==> src/rtl/alu_sequencer_if.sv <==
// ---------------------------------------------------------------------------
// alu_sequencer_if
//   Groups the request/response handshake and the ALU-facing bus of the ALU
//   sequencer.
//
//   Handshake (valid/ready): a request is accepted on a rising clock edge
//   where start=1 and ready=1. With ready=0, start is ignored and nothing
//   is queued. done is a one-cycle pulse. z/hi/lo/div_zero/illegal_op
//   belong to the completed op and hold until the next accept.
//
//   Request side : start, op, a, b -> ready, done, z, hi, lo, div_zero,
//                  illegal_op
//   ALU side     : alu_a, alu_b, alu_select -> alu_z, alu_hi, alu_lo,
//                  alu_divide_by_zero
//
//   slave  : the sequencer
//   master : datapath control plus the ALU (testbench)
// ---------------------------------------------------------------------------
interface alu_sequencer_if #(
    parameter int OP_BITS = 4
);
    logic               start;
    logic [OP_BITS-1:0] op;
    logic [31:0]        a;
    logic [31:0]        b;
    logic               ready;
    logic               done;
    logic [31:0]        z;
    logic [31:0]        hi;
    logic [31:0]        lo;
    logic               div_zero;
    logic               illegal_op;
    logic [31:0]        alu_a;
    logic [31:0]        alu_b;
    logic [11:0]        alu_select;
    logic [31:0]        alu_z;
    logic [31:0]        alu_hi;
    logic [31:0]        alu_lo;
    logic               alu_divide_by_zero;

    modport slave (
        input  start, op, a, b, alu_z, alu_hi, alu_lo, alu_divide_by_zero,
        output ready, done, z, hi, lo, div_zero, illegal_op,
               alu_a, alu_b, alu_select
    );

    modport master (
        output start, op, a, b, alu_z, alu_hi, alu_lo, alu_divide_by_zero,
        input  ready, done, z, hi, lo, div_zero, illegal_op,
               alu_a, alu_b, alu_select
    );
endinterface

==> src/rtl/alu_sequencer.sv <==
// ---------------------------------------------------------------------------
// alu_sequencer
//   Control stage directly upstream of the ALU. It accepts an encoded op and
//   its operands and drives the ALU one-hot select for the op's latency:
//   one cycle for combinational ops and DIV_CYCLES cycles for divide. It
//   then captures z/hi/lo and reports completion and exceptions.
//
//   Ports:
//     clk     : rising-edge clock
//     clr     : synchronous active-high reset; it wins over start
//     bus     : alu_sequencer_if.slave (request handshake + ALU bus)
//     state_o : current FSM state (0 IDLE, 1 EXEC, 2 DIV_WAIT, 3 DONE)
//
//   Parameters:
//     DIV_CYCLES : cycles select[9] is held before the divide result is
//                  captured. Must be >= 2.
//     OP_BITS    : width of the encoded op
// ---------------------------------------------------------------------------
module alu_sequencer #(
    parameter int DIV_CYCLES = 33,
    parameter int OP_BITS    = 4
) (
    input  logic             clk,
    input  logic             clr,
    alu_sequencer_if.slave   bus,
    output logic [1:0]       state_o
);
    localparam int CW = $clog2(DIV_CYCLES + 1);

    typedef enum logic [1:0] {
        S_IDLE     = 2'd0,
        S_EXEC     = 2'd1,
        S_DIV_WAIT = 2'd2,
        S_DONE     = 2'd3
    } state_t;

    state_t             state_q, state_d;
    logic [CW-1:0]      cnt_q, cnt_d;
    logic [OP_BITS-1:0] op_q, op_d;
    logic [31:0]        alu_a_q, alu_a_d;
    logic [31:0]        alu_b_q, alu_b_d;
    logic [31:0]        z_q, z_d;
    logic [31:0]        hi_q, hi_d;
    logic [31:0]        lo_q, lo_d;
    logic               div_zero_q, div_zero_d;
    logic               illegal_q, illegal_d;

    logic ready;
    logic op_illegal;
    logic op_is_div;
    logic sel_active;

    assign ready      = (state_q == S_IDLE) || (state_q == S_DONE);
    assign op_illegal = (32'(bus.op) > 32'd11);
    assign op_is_div  = (32'(bus.op) == 32'd9);
    // Select is 0 in IDLE and DONE. This gives every divide a fresh rising
    // edge on select[9], even when two divides run back to back.
    assign sel_active = (state_q == S_EXEC) || (state_q == S_DIV_WAIT);

    always_ff @(posedge clk) begin
        if (clr) begin
            state_q    <= S_IDLE;
            cnt_q      <= '0;
            op_q       <= '0;
            alu_a_q    <= '0;
            alu_b_q    <= '0;
            z_q        <= '0;
            hi_q       <= '0;
            lo_q       <= '0;
            div_zero_q <= 1'b0;
            illegal_q  <= 1'b0;
        end else begin
            state_q    <= state_d;
            cnt_q      <= cnt_d;
            op_q       <= op_d;
            alu_a_q    <= alu_a_d;
            alu_b_q    <= alu_b_d;
            z_q        <= z_d;
            hi_q       <= hi_d;
            lo_q       <= lo_d;
            div_zero_q <= div_zero_d;
            illegal_q  <= illegal_d;
        end
    end

    always_comb begin
        state_d    = state_q;
        cnt_d      = cnt_q;
        op_d       = op_q;
        alu_a_d    = alu_a_q;
        alu_b_d    = alu_b_q;
        z_d        = z_q;
        hi_d       = hi_q;
        lo_d       = lo_q;
        div_zero_d = div_zero_q;
        illegal_d  = illegal_q;

        case (state_q)
            S_IDLE, S_DONE: begin
                if (bus.start) begin
                    op_d       = bus.op;
                    alu_a_d    = bus.a;
                    alu_b_d    = bus.b;
                    div_zero_d = 1'b0;
                    illegal_d  = 1'b0;
                    cnt_d      = '0;
                    if (op_illegal) begin
                        // The ALU is never selected. Results are forced to 0.
                        state_d   = S_DONE;
                        illegal_d = 1'b1;
                        z_d       = '0;
                        hi_d      = '0;
                        lo_d      = '0;
                    end else if (op_is_div && (bus.b == 32'd0)) begin
                        state_d    = S_DONE;
                        div_zero_d = 1'b1;
                        z_d        = '0;
                        hi_d       = '0;
                        lo_d       = '0;
                    end else if (op_is_div) begin
                        state_d = S_DIV_WAIT;
                        cnt_d   = CW'(1);
                    end else begin
                        state_d = S_EXEC;
                    end
                end else begin
                    state_d = S_IDLE;
                end
            end
            S_EXEC: begin
                z_d     = bus.alu_z;
                hi_d    = bus.alu_hi;
                lo_d    = bus.alu_lo;
                state_d = S_DONE;
            end
            S_DIV_WAIT: begin
                // cnt_q equals the number of cycles select[9] has been high,
                // counting the current cycle.
                if (cnt_q == CW'(DIV_CYCLES)) begin
                    z_d        = bus.alu_z;
                    hi_d       = bus.alu_hi;
                    lo_d       = bus.alu_lo;
                    div_zero_d = bus.alu_divide_by_zero;
                    cnt_d      = '0;
                    state_d    = S_DONE;
                end else begin
                    cnt_d = cnt_q + CW'(1);
                end
            end
            default: state_d = S_IDLE;
        endcase
    end

    always_comb begin
        bus.alu_select = '0;
        for (int i = 0; i < 12; i++) begin
            bus.alu_select[i] = sel_active && (32'(op_q) == i);
        end
    end

    assign bus.ready      = ready;
    assign bus.done       = (state_q == S_DONE);
    assign bus.alu_a      = alu_a_q;
    assign bus.alu_b      = alu_b_q;
    assign bus.z          = z_q;
    assign bus.hi         = hi_q;
    assign bus.lo         = lo_q;
    assign bus.div_zero   = div_zero_q;
    assign bus.illegal_op = illegal_q;
    assign state_o        = state_q;
endmodule

==> src/flat_wrapper.sv <==
// flat-port wrapper written by rule: the top's interface ports become plain ports
module alu_sequencer_flat 
#(
    parameter int DIV_CYCLES = 33,
    parameter int OP_BITS    = 4
)
  (clk, clr, state_o, bus_start, bus_op, bus_a, bus_b, bus_alu_z, bus_alu_hi, bus_alu_lo, bus_alu_divide_by_zero, bus_ready, bus_done, bus_z, bus_hi, bus_lo, bus_div_zero, bus_illegal_op, bus_alu_a, bus_alu_b, bus_alu_select);
  alu_sequencer_if #(.OP_BITS(OP_BITS)) bus_i ();
  input  logic clk;
  input  logic clr;
  output logic [1:0] state_o;
  input wire logic [$bits(bus_i.start)-1:0] bus_start;
  input wire logic [$bits(bus_i.op)-1:0] bus_op;
  input wire logic [$bits(bus_i.a)-1:0] bus_a;
  input wire logic [$bits(bus_i.b)-1:0] bus_b;
  input wire logic [$bits(bus_i.alu_z)-1:0] bus_alu_z;
  input wire logic [$bits(bus_i.alu_hi)-1:0] bus_alu_hi;
  input wire logic [$bits(bus_i.alu_lo)-1:0] bus_alu_lo;
  input wire logic [$bits(bus_i.alu_divide_by_zero)-1:0] bus_alu_divide_by_zero;
  output wire logic [$bits(bus_i.ready)-1:0] bus_ready;
  output wire logic [$bits(bus_i.done)-1:0] bus_done;
  output wire logic [$bits(bus_i.z)-1:0] bus_z;
  output wire logic [$bits(bus_i.hi)-1:0] bus_hi;
  output wire logic [$bits(bus_i.lo)-1:0] bus_lo;
  output wire logic [$bits(bus_i.div_zero)-1:0] bus_div_zero;
  output wire logic [$bits(bus_i.illegal_op)-1:0] bus_illegal_op;
  output wire logic [$bits(bus_i.alu_a)-1:0] bus_alu_a;
  output wire logic [$bits(bus_i.alu_b)-1:0] bus_alu_b;
  output wire logic [$bits(bus_i.alu_select)-1:0] bus_alu_select;
  assign bus_i.start = bus_start;
  assign bus_i.op = bus_op;
  assign bus_i.a = bus_a;
  assign bus_i.b = bus_b;
  assign bus_i.alu_z = bus_alu_z;
  assign bus_i.alu_hi = bus_alu_hi;
  assign bus_i.alu_lo = bus_alu_lo;
  assign bus_i.alu_divide_by_zero = bus_alu_divide_by_zero;
  assign bus_ready = bus_i.ready;
  assign bus_done = bus_i.done;
  assign bus_z = bus_i.z;
  assign bus_hi = bus_i.hi;
  assign bus_lo = bus_i.lo;
  assign bus_div_zero = bus_i.div_zero;
  assign bus_illegal_op = bus_i.illegal_op;
  assign bus_alu_a = bus_i.alu_a;
  assign bus_alu_b = bus_i.alu_b;
  assign bus_alu_select = bus_i.alu_select;
  alu_sequencer #(.DIV_CYCLES(DIV_CYCLES), .OP_BITS(OP_BITS)) u_core (.clk(clk), .clr(clr), .bus(bus_i), .state_o(state_o));
endmodule
==> config.mk <==
export PLATFORM = sky130hd
export DESIGN_NAME = alu_sequencer_flat
export DESIGN_NICKNAME = d
export VERILOG_FILES = /design/src/rtl/alu_sequencer_if.sv /design/src/rtl/alu_sequencer.sv /design/src/flat_wrapper.sv
export SDC_FILE = /design/constraint.sdc
export NUM_CORES = 1
export LEC_CHECK = 0
export CAP_MARGIN = 10
export CORE_ASPECT_RATIO = 2
export CORE_MARGIN = 2
export CORE_UTILIZATION = 36
export CTS_CLUSTER_SIZE = 16
export DETAILED_ROUTE_END_ITERATION = 8
export PLACE_DENSITY = 0.77
export SETUP_SLACK_MARGIN = 0.3
export SKIP_LAST_GASP = 1
export SYNTH_ARGS = -nofsm -noshare
export SYNTH_HDL_FRONTEND = slang
export SYNTH_SLANG_ARGS = --single-unit
==> constraint.sdc <==
create_clock -name clk -period 2.4 [get_ports clk]
set_input_delay 0.36 -clock clk [delete_from_list [all_inputs] [get_ports clk]]
set_output_delay 0.36 -clock clk [all_outputs]
set_load 0.005 [all_outputs]
### Yosys cells after proc, flatten, opt, wreduce, memory -nomap -nowiden

Index checks and enable logic that the tools add are counted.

* bits of input ports: 168
* flip-flop bits (word level): 174
* logic and storage cells: 82
* output and inout port bits: 178

* mux-type cells: 27
* add/subtract/negate cells: 1
* $lt $le $gt $ge: 1
* reductions and logical operators: 24
* eq/ne operators: 19

Operators with widths (number)
* $pmux 32 s3: 3
* $mux 32: 6
* $logic_not 32->1: 1
* $mux 6: 4
* $eq 4x4->1 const B: 5
* $eq 4x3->1 const B: 4
* $logic_and 1x1->1: 13
* $pmux 6 s2: 1
* $mux 2: 5
* $eq 4x2->1 const B: 2
* $add 6x1->6 const B: 1
* $eq 6x6->1 const B: 1
* $mux 1: 6
* $pmux 2 s3: 1
* $reduce_and 3->1: 2
* $eq 2x2->1 const B: 2
* $eq 4x1->1 const B: 1
* $gt 4x4->1 const B: 1
* $logic_not 4->1: 1
* $ne 2x2->1 const B: 2
* $reduce_and 2->1: 2
* $ne 3x1->1 const B: 1
* $eq 2x1->1 const B: 1
* $logic_not 2->1: 1
* 4 further kinds: 5

### Logic depth before layout (Yosys ltp)

Gate-level depths: netlist of the first run.

* depth after elaboration: 6
* mapped depth: 9
* gate-level depth less buffers: 6

### Worst setup path after synthesis of the first run

No wires, ideal clock.

* path type: register -> register
* start: register u_core.cnt_q[0]
* end: register u_core.lo_q[0] (netlist: u_core.bus.lo[0])
* buffers on the path: 3
* clock period less this slack: 2.380 ns
* stages on the path, launching flop included: 9
* path slack: 0.020 ns
* arrival: 2.263 ns
* cell sequence: dfxtp_1 ha_1 or4b_1 o21a_1 or4_1 buf_2 buf_6 buf_6 a32o_1

* word-level cells in the longest chain between the ends: 3

Ends and longest elaborated chain
* from (decl): line alu_sequencer.sv:38 `logic [CW-1:0] cnt_q, cnt_d;`
* from (signal assigned): line alu_sequencer.sv:74 `cnt_q <= cnt_d;`
* $eq 6x6->1: line alu_sequencer.sv:139 `if (cnt_q == CW'(DIV_CYCLES)) begin`
* $ne 2x2->1 (no line)
* $reduce_and 3->1 (no line)
* to (signal assigned): line alu_sequencer.sv:80 `lo_q <= lo_d;`
* to (decl): line alu_sequencer.sv:44 `logic [31:0] lo_q, lo_d;`

Every way passes these cells.
A chain may end at the register's enable or synchronous reset.

### Final worst setup path of the first run

* start: register u_core.cnt_q[1]
* end: register u_core.hi_q[22] (netlist: u_core.bus.hi[22])

* word-level cells in the longest chain between the ends: 3

Ends and longest elaborated chain
* $eq 6x6->1: line alu_sequencer.sv:139
* $ne 2x2->1 (no line)
* $reduce_and 3->1 (no line)
* to (signal assigned): line alu_sequencer.sv:79 `hi_q <= hi_d;`
* to (decl): line alu_sequencer.sv:43 `logic [31:0] hi_q, hi_d;`

Every way passes these cells.

==> results of run 1 <==
layout by cell type, fill, tap and decap left out, types with 5 or more instances in the layout:
cell             instances
nor2_1                  12
buf_6                    8
buf_12                  10
clkbuf_16               17
clkdlybuf4s50_1        331
nor4_1                   7
a21oi_1                 70
nand2_1                144
nor2b_1                 96
a32o_1                  96
dfxtp_1                170
buf_4                   36
nor3_2                   5
final cells by class:
type | count | area, sq um
clock buffers | 21 | 460.4
inverters | 4 | 15.01
multi-input cells | 479 | 3028
repair buffers | 395 | 3961
clock inverters | 9 | 136.4
well taps | 216 | 270.3
fillers | 1517 | 6945
flip-flops and latches | 174 | 3488
worst max-delay path by stage:
stage	endpoint	from
3_3_place_gp	u_core.bus.z[15]$_SDFFE_PP0P_	bus_b[26]
2_1_floorplan	u_core.bus.lo[0]$_SDFFE_PP0P_	u_core.cnt_q[1]$_SDFFE_PP0P_
6_report	u_core.bus.hi[22]$_SDFFE_PP0P_	u_core.cnt_q[1]$_SDFFE_PP0P_
4_1_cts	bus_alu_select[0]	u_core.state_o[0]$_SDFFE_PP0N_
5_1_grt	u_core.bus.hi[22]$_SDFFE_PP0P_	u_core.cnt_q[1]$_SDFFE_PP0P_
3_5_place_dp	u_core.bus.z[15]$_SDFFE_PP0P_	bus_b[10]
synth_stat cells, drive strengths merged (2+ instances only):
| master | count |
|---|---|
| o21ai | 4 |
| or4 | 2 |
| nand2b | 2 |
| a211oi | 3 |
| buf | 15 |
| dfxtp | 174 |
| and3 | 3 |
| nor2b | 96 |
| nor3 | 6 |
| o21a | 2 |
| nand4 | 4 |
| nor4 | 8 |
| inv | 4 |
| a32o | 96 |
| clkbuf | 53 |
| nand2 | 145 |
| a21oi | 70 |
| xor2 | 3 |
| ha | 4 |
| and2 | 2 |
| nor2 | 17 |
timing repair:
item | CTS | global route
buffers inserted | 6 | 2
cloned | 1 | 0
endpoints found under the setup margin | 109 | 107
resized for setup | 46 | 23
pin swaps | 5 | 6
state kept, by name, summed over array words and instances (netlist names):
| signal | flops |
|---|---|
| u_core.bus.alu_a | 32 |
| u_core.bus.alu_b | 32 |
| u_core.bus.hi | 32 |
| u_core.bus.lo | 32 |
| u_core.bus.z | 32 |
| u_core.cnt_q | 6 |
| u_core.op_q | 4 |
| u_core.state_o | 2 |
| u_core.bus.div_zero | 1 |
| u_core.bus.illegal_op | 1 |
per-layer routing:
metal	track usage	part of all wire
met1	0.2481	0.38
met2	0.3894	0.53
met3	0.05626	0.059
met4	0.1045	0.040
met5	0	0
cells by family (layout without fill, tap and decap cells):
kind of cell,after synthesis,count (layout),share of synthesized area
fa+ha+maj,4,4,0.007448
simple gates,291,291,0.2117
xor+xnor,4,4,0.005214
mux,1,1,0.001676
buf+inv,72,429,0.04654
flops,174,174,0.5183
compound gates,179,179,0.2091
critical path: stages (launching register included):
cell and delay, ps:
dfxtp_2 320, inv_1 50, ha_1 120, or4b_4 460, o21a_1 220, or4_4 510, buf_12 230, a32o_1 260
power groups by stage:
stage | Clock [mW] | Sequential, mW | Combinational, mW
floorplan | 0 | 4.37 | 2.31
global placement | 0 | 4.28 | 5.43
detailed placement | 0 | 4.30 | 5.50
CTS | 2.91 | 4.27 | 5.70
global route | 3.02 | 4.39 | 6.13
finish | 2.83 | 4.27 | 5.65
==> results.yml, run 1 <==
worst_setup_path:
  timing.rr.end: "u_core.bus.hi[22]$_SDFFE_PP0P_"
  end_kind: "register"
  worstSetupPathType: "register to register"
  critical_path_required_ps: 2710
  cp-start-kind: "register"
  rr_startpoint: "u_core.cnt_q[1]$_SDFFE_PP0P_"
  r2r_setup_slack_ps: 120
  path_max_fanout: 52
  r2r_cells: 7
  arrival_ps: 2590
clock_network:
  cts_buffers: 17
  cts_tree: "done"
  h-tree-depth: 4
  cts_num_sinks: 174
  cts-root-buf: "clkbuf_16"
  holdBufCountCts: 0
  path_clk_slew_ps: 60
  clockBufferDepth: 2
  clk_latency_ps: 420
power:
  comb_power_share: 0.443
  intPower_mw: 8.686
  pwr_density_cell_mw_per_mm2: 1123
  p_sw_mw: 4.076
  seqPwrFrac: 0.335
  finalPower_mw: 12.76
  max-vdd-ir-drop_mv: 1.034
  clockPowerShare: 0.222
  p_leak_nw: 4.192
  p_sw_frac: 0.3194
routing:
  drcViolationCount: 0
  drt_iter0_drc: 201
  final_antenna_net_count: 0
  first_pass_iters: 5
  via_per_inst: 5.147
  routed_wl_mm: 22.51
  avgRoutedWirePerCell_um: 17.34
  vias: 6681
hold_path:
  min-delay-start: "clr"
  whs_path_depth: 3
  min_to: "u_core.bus.hi[13]$_SDFFE_PP0P_"
  hp-class: "input port to register"
timing:
  fin_setup_tns_ps: 0
  timing.slew.headroom: 0.7378
  fin_hold_ws_ps: 432.3
  finalSetupViolations: 0
  finalHoldViolations: 0
  slew_viol_final: 0
  timing.final.ws_setup_ps: 122.5
  clock_skew_ps: 11.75
  grt_setup_unrepaired: "true"
  min_period_over_period: 0.9489
  worstMarginPinSlew_ps: 383.4
  max_freq_ghz: 0.4391
  min_period_ps: 2277
place:
  place_ws_ps: -381.4
  hpwlAfterDp_mm: 15.60
  dp_cells: 1259
  placedInstanceArea_sq_mm: 0.01059
  globalplace.congestion: 0.8692
  portBuffers: 345
die:
  row_count: 70
  die_h_um: 197.2
  die_x_um: 100.6
  dieArea_sq_mm: 0.01984
  io_pins: 346
  initial_core_util: 0.3671
  coreArea_sq_mm: 0.01831
global_route:
  grt_pass1_vias: 6635
  grt_pass1_wl_mm: 34.78
  overflow: 0
  grt_max_degree: 77
  track_usage: 0.2228
  antenna_found_initial: 0
synthesis:
  syn_area_sq_mm: 0.006720
  syn_inst: 725
  synth-main-ff-cell: "dfxtp_1"
  ys_top_cells_by_area: "dfxtp_1 52%, a32o_1 14%, nor2b_1 8.9%, nand2_1 8.1%, a21oi_1 5.2%"
  ys_types: 36
  syn_avg_cell_area_sq_um: 9.269
  synth_top_area_cell: "dfxtp_1"
  yosysWarnings: 0
  async_flop_share: 0
  yosys_register_bits: 174
  synth-edff-count: 0
  seq_area_frac_synth: 0.5183
  synth_top_area_frac: 0.5183
  syn_nets: 897
final_layout:
  final_util: 0.6206
  drive_gt1_frac: 0.1044
  nNetsFinal: 1243
  antenna_cells: 0
  areaGrowthSynthToFinish_pct: 69.04
  stdcell_count: 1298
  final_cell_area_sq_mm: 0.01136
job:
  cap_violations: 0
outcome:
  status: "completed"
Power figures use the tool's default switching activity.
==> inputs of run 2 (changes only) <==
Settings changed: REMOVE_ABC_BUFFERS set to 1.
==> results.yml, run 2 (synthesis results as in run 1) <==
worst_setup_path:
  arrival_ps: 2610
  cp-start-kind: "register"
  slowest_stage: "or4_4"
  end_kind: "register"
  path_cells: "inv_1 > ha_1 > or4b_4 > o21a_1 > or4_4 > bufbuf_16 > a32o_1"
  worstSetupPathType: "register to register"
  critical_path_required_ps: 2720
  slowest_delay_ps: 480
  path_max_fanout: 24
timing:
  min_period_ps: 2296
  worstMarginPinSlew_ps: 565.3
  clock_skew_ps: 11.36
  finalSetupViolations: 0
  timing.slew.headroom: 0.6231
  max_freq_ghz: 0.4356
  timing.final.ws_setup_ps: 104.2
  fin_setup_tns_ps: 0
  grt_setup_unrepaired: "true"
  finalHoldViolations: 0
  fin_hold_ws_ps: 354.4
  slew_viol_final: 0
  min_period_over_period: 0.9566
final_layout:
  areaGrowthSynthToFinish_pct: 72.05
  fillers: 1529
  drive_gt1_frac: 0.1114
  nNetsFinal: 1254
  multi_input_area_sq_mm: 0.003022
  final_cell_area_sq_mm: 0.01156
  final_cell_mix: "328 x clkdlybuf4s50_1, 170 x dfxtp_1, 144 x nand2_1"
  final_common_cell: "clkdlybuf4s50_1"
  regArea_sq_mm: 0.003491
place:
  placedInstanceArea_sq_mm: 0.01053
  globalplace.congestion: 0.8268
  hpwlAfterDp_mm: 15.94
  place_ws_ps: -593.1
  portBuffers: 345
die:
  io_pins: 346
  coreArea_sq_mm: 0.01831
  die_x_um: 100.6
  die_h_um: 197.2
  initial_core_util: 0.3671
  row_count: 70
  dieArea_sq_mm: 0.01984
power:
  pwr_density_cell_mw_per_mm2: 1110
  max-vdd-ir-drop_mv: 0.9794
  finalPower_mw: 12.84
  p_leak_nw: 4.322
routing:
  drt_iter0_drc: 239
  drcViolationCount: 0
  routed_wl_mm: 24.77
  final_antenna_net_count: 0
  vias: 6851
  first_pass_iters: 5
  avgRoutedWirePerCell_um: 18.86
  via_per_inst: 5.218
global_route:
  track_usage: 0.2405
  overflow: 0
  grt_pass1_vias: 6918
  grt_max_degree: 122
  grt_pass1_wl_mm: 36.85
  antenna_found_initial: 2
clock_network:
  cts_num_sinks: 174
  cts-root-buf: "clkbuf_16"
  clk_latency_ps: 420
  cts_buffers: 17
  cts_tree: "done"
  clockBufferDepth: 2
  h-tree-depth: 4
  path_clk_slew_ps: 70
outcome:
  status: "completed"
job:
  cap_violations: 0
hold_path:
  hp-class: "input port to register"
run 2: layout make-up:
class / count / area share
repair buffers: 406 / 0.3582
flip-flops and latches: 174 / 0.3019
inverters: 4 / 0.001515
diodes: 2 / 0.0004329
clock buffers: 21 / 0.03982
clock inverters: 11 / 0.01342
well taps: 216 / 0.02337
multi-input cells: 479 / 0.2613
run 2: power by group:
group | internal (mW) | leakage (nW) | switching (mW)
sequential | 3.83 | 1.43 | 0.454
combinational | 3.15 | 2.61 | 2.51
clock | 1.71 | 0.287 | 1.20
total | 8.68 | 4.32 | 4.16
run 2: metrics by stage:
step | utilization | instances
after floorplan | - | 657
after global placement | 0.5753 | 1255
after detailed placement | 0.5753 | 1255
after CTS | 0.6237 | 1303
after global routing | 0.6316 | 1313
final | 0.6316 | 1313
run 2: routing by layer:
| layer | track usage | up-vias | wire [um] |
|---|---|---|---|
| li1 | - | 3284 | - |
| met1 | 0.2550 | 3247 | 8691 |
| met2 | 0.4222 | 255 | 13480 |
| met3 | 0.05520 | 65 | 1291 |
| met4 | 0.1461 | 0 | 1306 |
| met5 | 0 | - | 0 |
run 2: repair_timing:
action | in CTS | in global routing
pin swaps | 14 | 5
setup endpoints to repair | 110 | 103
resized for setup | 49 | 17
buffers inserted | 11 | 4
hold buffers | 0 | 0
cloned | 5 | 4
run 2: critical path: cells and delay by family (launching register included):
kind	cells	cell delay (ps)
compound gates	2	430
simple gates	2	930
flops	1	320
fa+ha+maj	1	120
buf+inv	2	380
run 2: path summary, 6_finish.rpt:
kind                                  endpoint  cells after the start  slack [ps]                               from
max             u_core.bus.hi[19]$_SDFFE_PP0P_                      7         100       u_core.cnt_q[1]$_SDFFE_PP0P_
min          u_core.bus.alu_b[27]$_SDFFE_PP0P_                      3         350                          bus_b[27]
max reg2reg     u_core.bus.hi[19]$_SDFFE_PP0P_                      7         100       u_core.cnt_q[1]$_SDFFE_PP0P_
min reg2reg  u_core.bus.alu_b[10]$_SDFFE_PP0P_                      2         450  u_core.bus.alu_b[10]$_SDFFE_PP0P_
==> inputs of run 3 (changes only) <==
Settings changed: CORE_AREA set to 2 2 133 135, CORE_ASPECT_RATIO 2 to unset, CORE_MARGIN 2 to unset, CORE_UTILIZATION 36 to unset, DIE_AREA set to 0 0 135 137, DONT_BUFFER_PORTS set to 1, PLACE_DENSITY 0.77 to unset.
==> results.yml, run 3 (synthesis results as in run 1) <==
timing:
  worstMarginPinSlew_ps: 466.0
  grt_setup_unrepaired: "true"
  max_freq_ghz: 0.4402
  timing.slew.headroom: 0.6893
  min_period_over_period: 0.9466
  min_period_ps: 2272
  slew_viol_final: 0
  timing.final.ws_setup_ps: 128.1
  fin_setup_tns_ps: 0
  finalSetupViolations: 0
  clock_skew_ps: 11.95
  finalHoldViolations: 0
clock_network:
  cts_buffers: 17
  clk_latency_ps: 420
  cts-root-buf: "clkbuf_16"
  cts_tree: "done"
  cts_num_sinks: 174
  holdBufCountCts: 0
  clockBufferDepth: 2
  h-tree-depth: 4
  path_clk_slew_ps: 70
global_route:
  grt_pass1_wl_mm: 27.97
  grt_pass1_vias: 5092
  grt_max_degree: 172
  antenna_found_initial: 0
  track_usage: 0.1941
  overflow: 0
die:
  row_count: 48
  die_x_um: 135
  dieArea_sq_mm: 0.01850
  io_pins: 346
  coreArea_sq_mm: 0.01706
  initial_core_util: 0.3940
  die_h_um: 137
final_layout:
  final_cell_mix: "170 x dfxtp_1, 144 x nand2_1, 96 x nor2b_1, 96 x a32o_1, 70 x a21oi_1"
  fillers: 1618
  areaGrowthSynthToFinish_pct: 16.70
  antenna_cells: 0
  final_common_cell: "dfxtp_1"
  stdcell_count: 944
  drive_gt1_frac: 0.1140
  final_util: 0.4598
  nNetsFinal: 878
  final_cell_area_sq_mm: 0.007843
hold_path:
  whs_path_depth: 1
  min_to: "u_core.bus.z[18]$_SDFFE_PP0P_"
  hp-class: "input port to register"
  min-delay-start: "bus_alu_z[18]"
job:
  cap_violations: 0
worst_setup_path:
  path_depth: 7
  timing.rr.end: "u_core.bus.z[26]$_SDFFE_PP0P_"
  arrival_ps: 2590
  worst-path-buf-inv: 2
  slowest_stage: "or4_4"
  rr_startpoint: "u_core.cnt_q[1]$_SDFFE_PP0P_"
  path_cells: "inv_2 > ha_4 > or4b_4 > o21a_4 > or4_4 > clkbuf_16 > a32o_1"
  slowest_delay_ps: 540
  end_kind: "register"
  path_max_fanout: 18
  cp-start-kind: "register"
  r2r_setup_slack_ps: 130
  critical_path_required_ps: 2720
  worstSetupPathType: "register to register"
  r2r_cells: 7
  critical-path-top-delay-family: "simple AND/OR/NAND/NOR gates"
power:
  p_leak_nw: 2.814
  max-vdd-ir-drop_mv: 1.009
  pwr_density_cell_mw_per_mm2: 1345
place:
  hpwlAfterDp_mm: 12.78
  placedInstanceArea_sq_mm: 0.006958
  globalplace.congestion: 0.7961
  place_ws_ps: -79.63
  dp_cells: 903
  portBuffers: 0
routing:
  drt_iter0_drc: 323
  final_antenna_net_count: 0
  first_pass_iters: 5
  drcViolationCount: 0
  vias: 5440
  avgRoutedWirePerCell_um: 21.12
  routed_wl_mm: 19.94
  via_per_inst: 5.763
outcome:
  status: "completed"
[run 3: changes by cell type in the layout (fill, tap and decap cells not counted), moves of 5 or more]
cell	before	now
clkdlybuf4s50_1	328	0
buf_2	5	0
nor4_1	3	8
dlygate4sd2_1	9	0
buf_6	7	2
buf_4	40	15
[run 3: cell type report]
class,instances,area [sq um],area share
clock inverter,14,173.9,0.02218
tap,225,281.5,0.03590
inverter,4,17.52,0.002234
timing repair buffer,29,412.9,0.05265
sequential,174,3493,0.4454
clock buffer,18,429.2,0.05472
multi-input combinational,480,3034,0.3869
[run 3: report_power, final]
part           switching [mW]  leakage [nW]  internal, mW
Clock                    1.25         0.294          1.58
Sequential              0.770          1.43          3.84
Combinational            1.75          1.09          1.36
[run 3: what timing repair did]
item                                    4_1_cts  5_1_grt
gates cloned                                  1        6
resized for setup                             9       20
buffers inserted                              0        2
pin swaps                                     1        7
endpoints found under the hold margin         0        0
endpoints found under the setup margin      108      106
[run 3: how the worst max path moves through the flow]
stage	startpoint	end	slack (ps)
after floorplan	u_core.cnt_q[0]$_SDFFE_PP0P_	u_core.bus.hi[0]$_SDFFE_PP0P_	-3970
after global placement	u_core.cnt_q[1]$_SDFFE_PP0P_	u_core.bus.z[22]$_SDFFE_PP0P_	-60
after detailed placement	u_core.cnt_q[1]$_SDFFE_PP0P_	u_core.bus.hi[16]$_SDFFE_PP0P_	-80
after CTS	u_core.cnt_q[1]$_SDFFE_PP0P_	u_core.bus.lo[27]$_SDFFE_PP0P_	160
after global routing	u_core.cnt_q[1]$_SDFFE_PP0P_	u_core.bus.hi[27]$_SDFFE_PP0P_	80
final	u_core.cnt_q[1]$_SDFFE_PP0P_	u_core.bus.z[26]$_SDFFE_PP0P_	130
[run 3: metrics by stage]
| stage | total power, mW | hold slack (ps) |
|---|---|---|
| floorplan | 5.910 | 429.1 |
| global placement | 7.411 | 458.7 |
| detailed placement | 7.564 | 456.7 |
| CTS | 10.49 | 6.196 |
| global route | 11.17 | 5.243 |
| finish | 10.55 | 58.70 |
[run 3: layer usage]
| layer | global-route usage | part of all wire | routed length, um | vias up |
|---|---|---|---|---|
| met4 | 0.06539 | 0.017 | 334 | 0 |
| met3 | 0.09667 | 0.12 | 2359 | 21 |
| li1 | - | - | - | 2531 |
| met1 | 0.2117 | 0.36 | 7241 | 2588 |
| met2 | 0.3291 | 0.50 | 10000 | 300 |
| met5 | 0 | 0 | 0 | - |
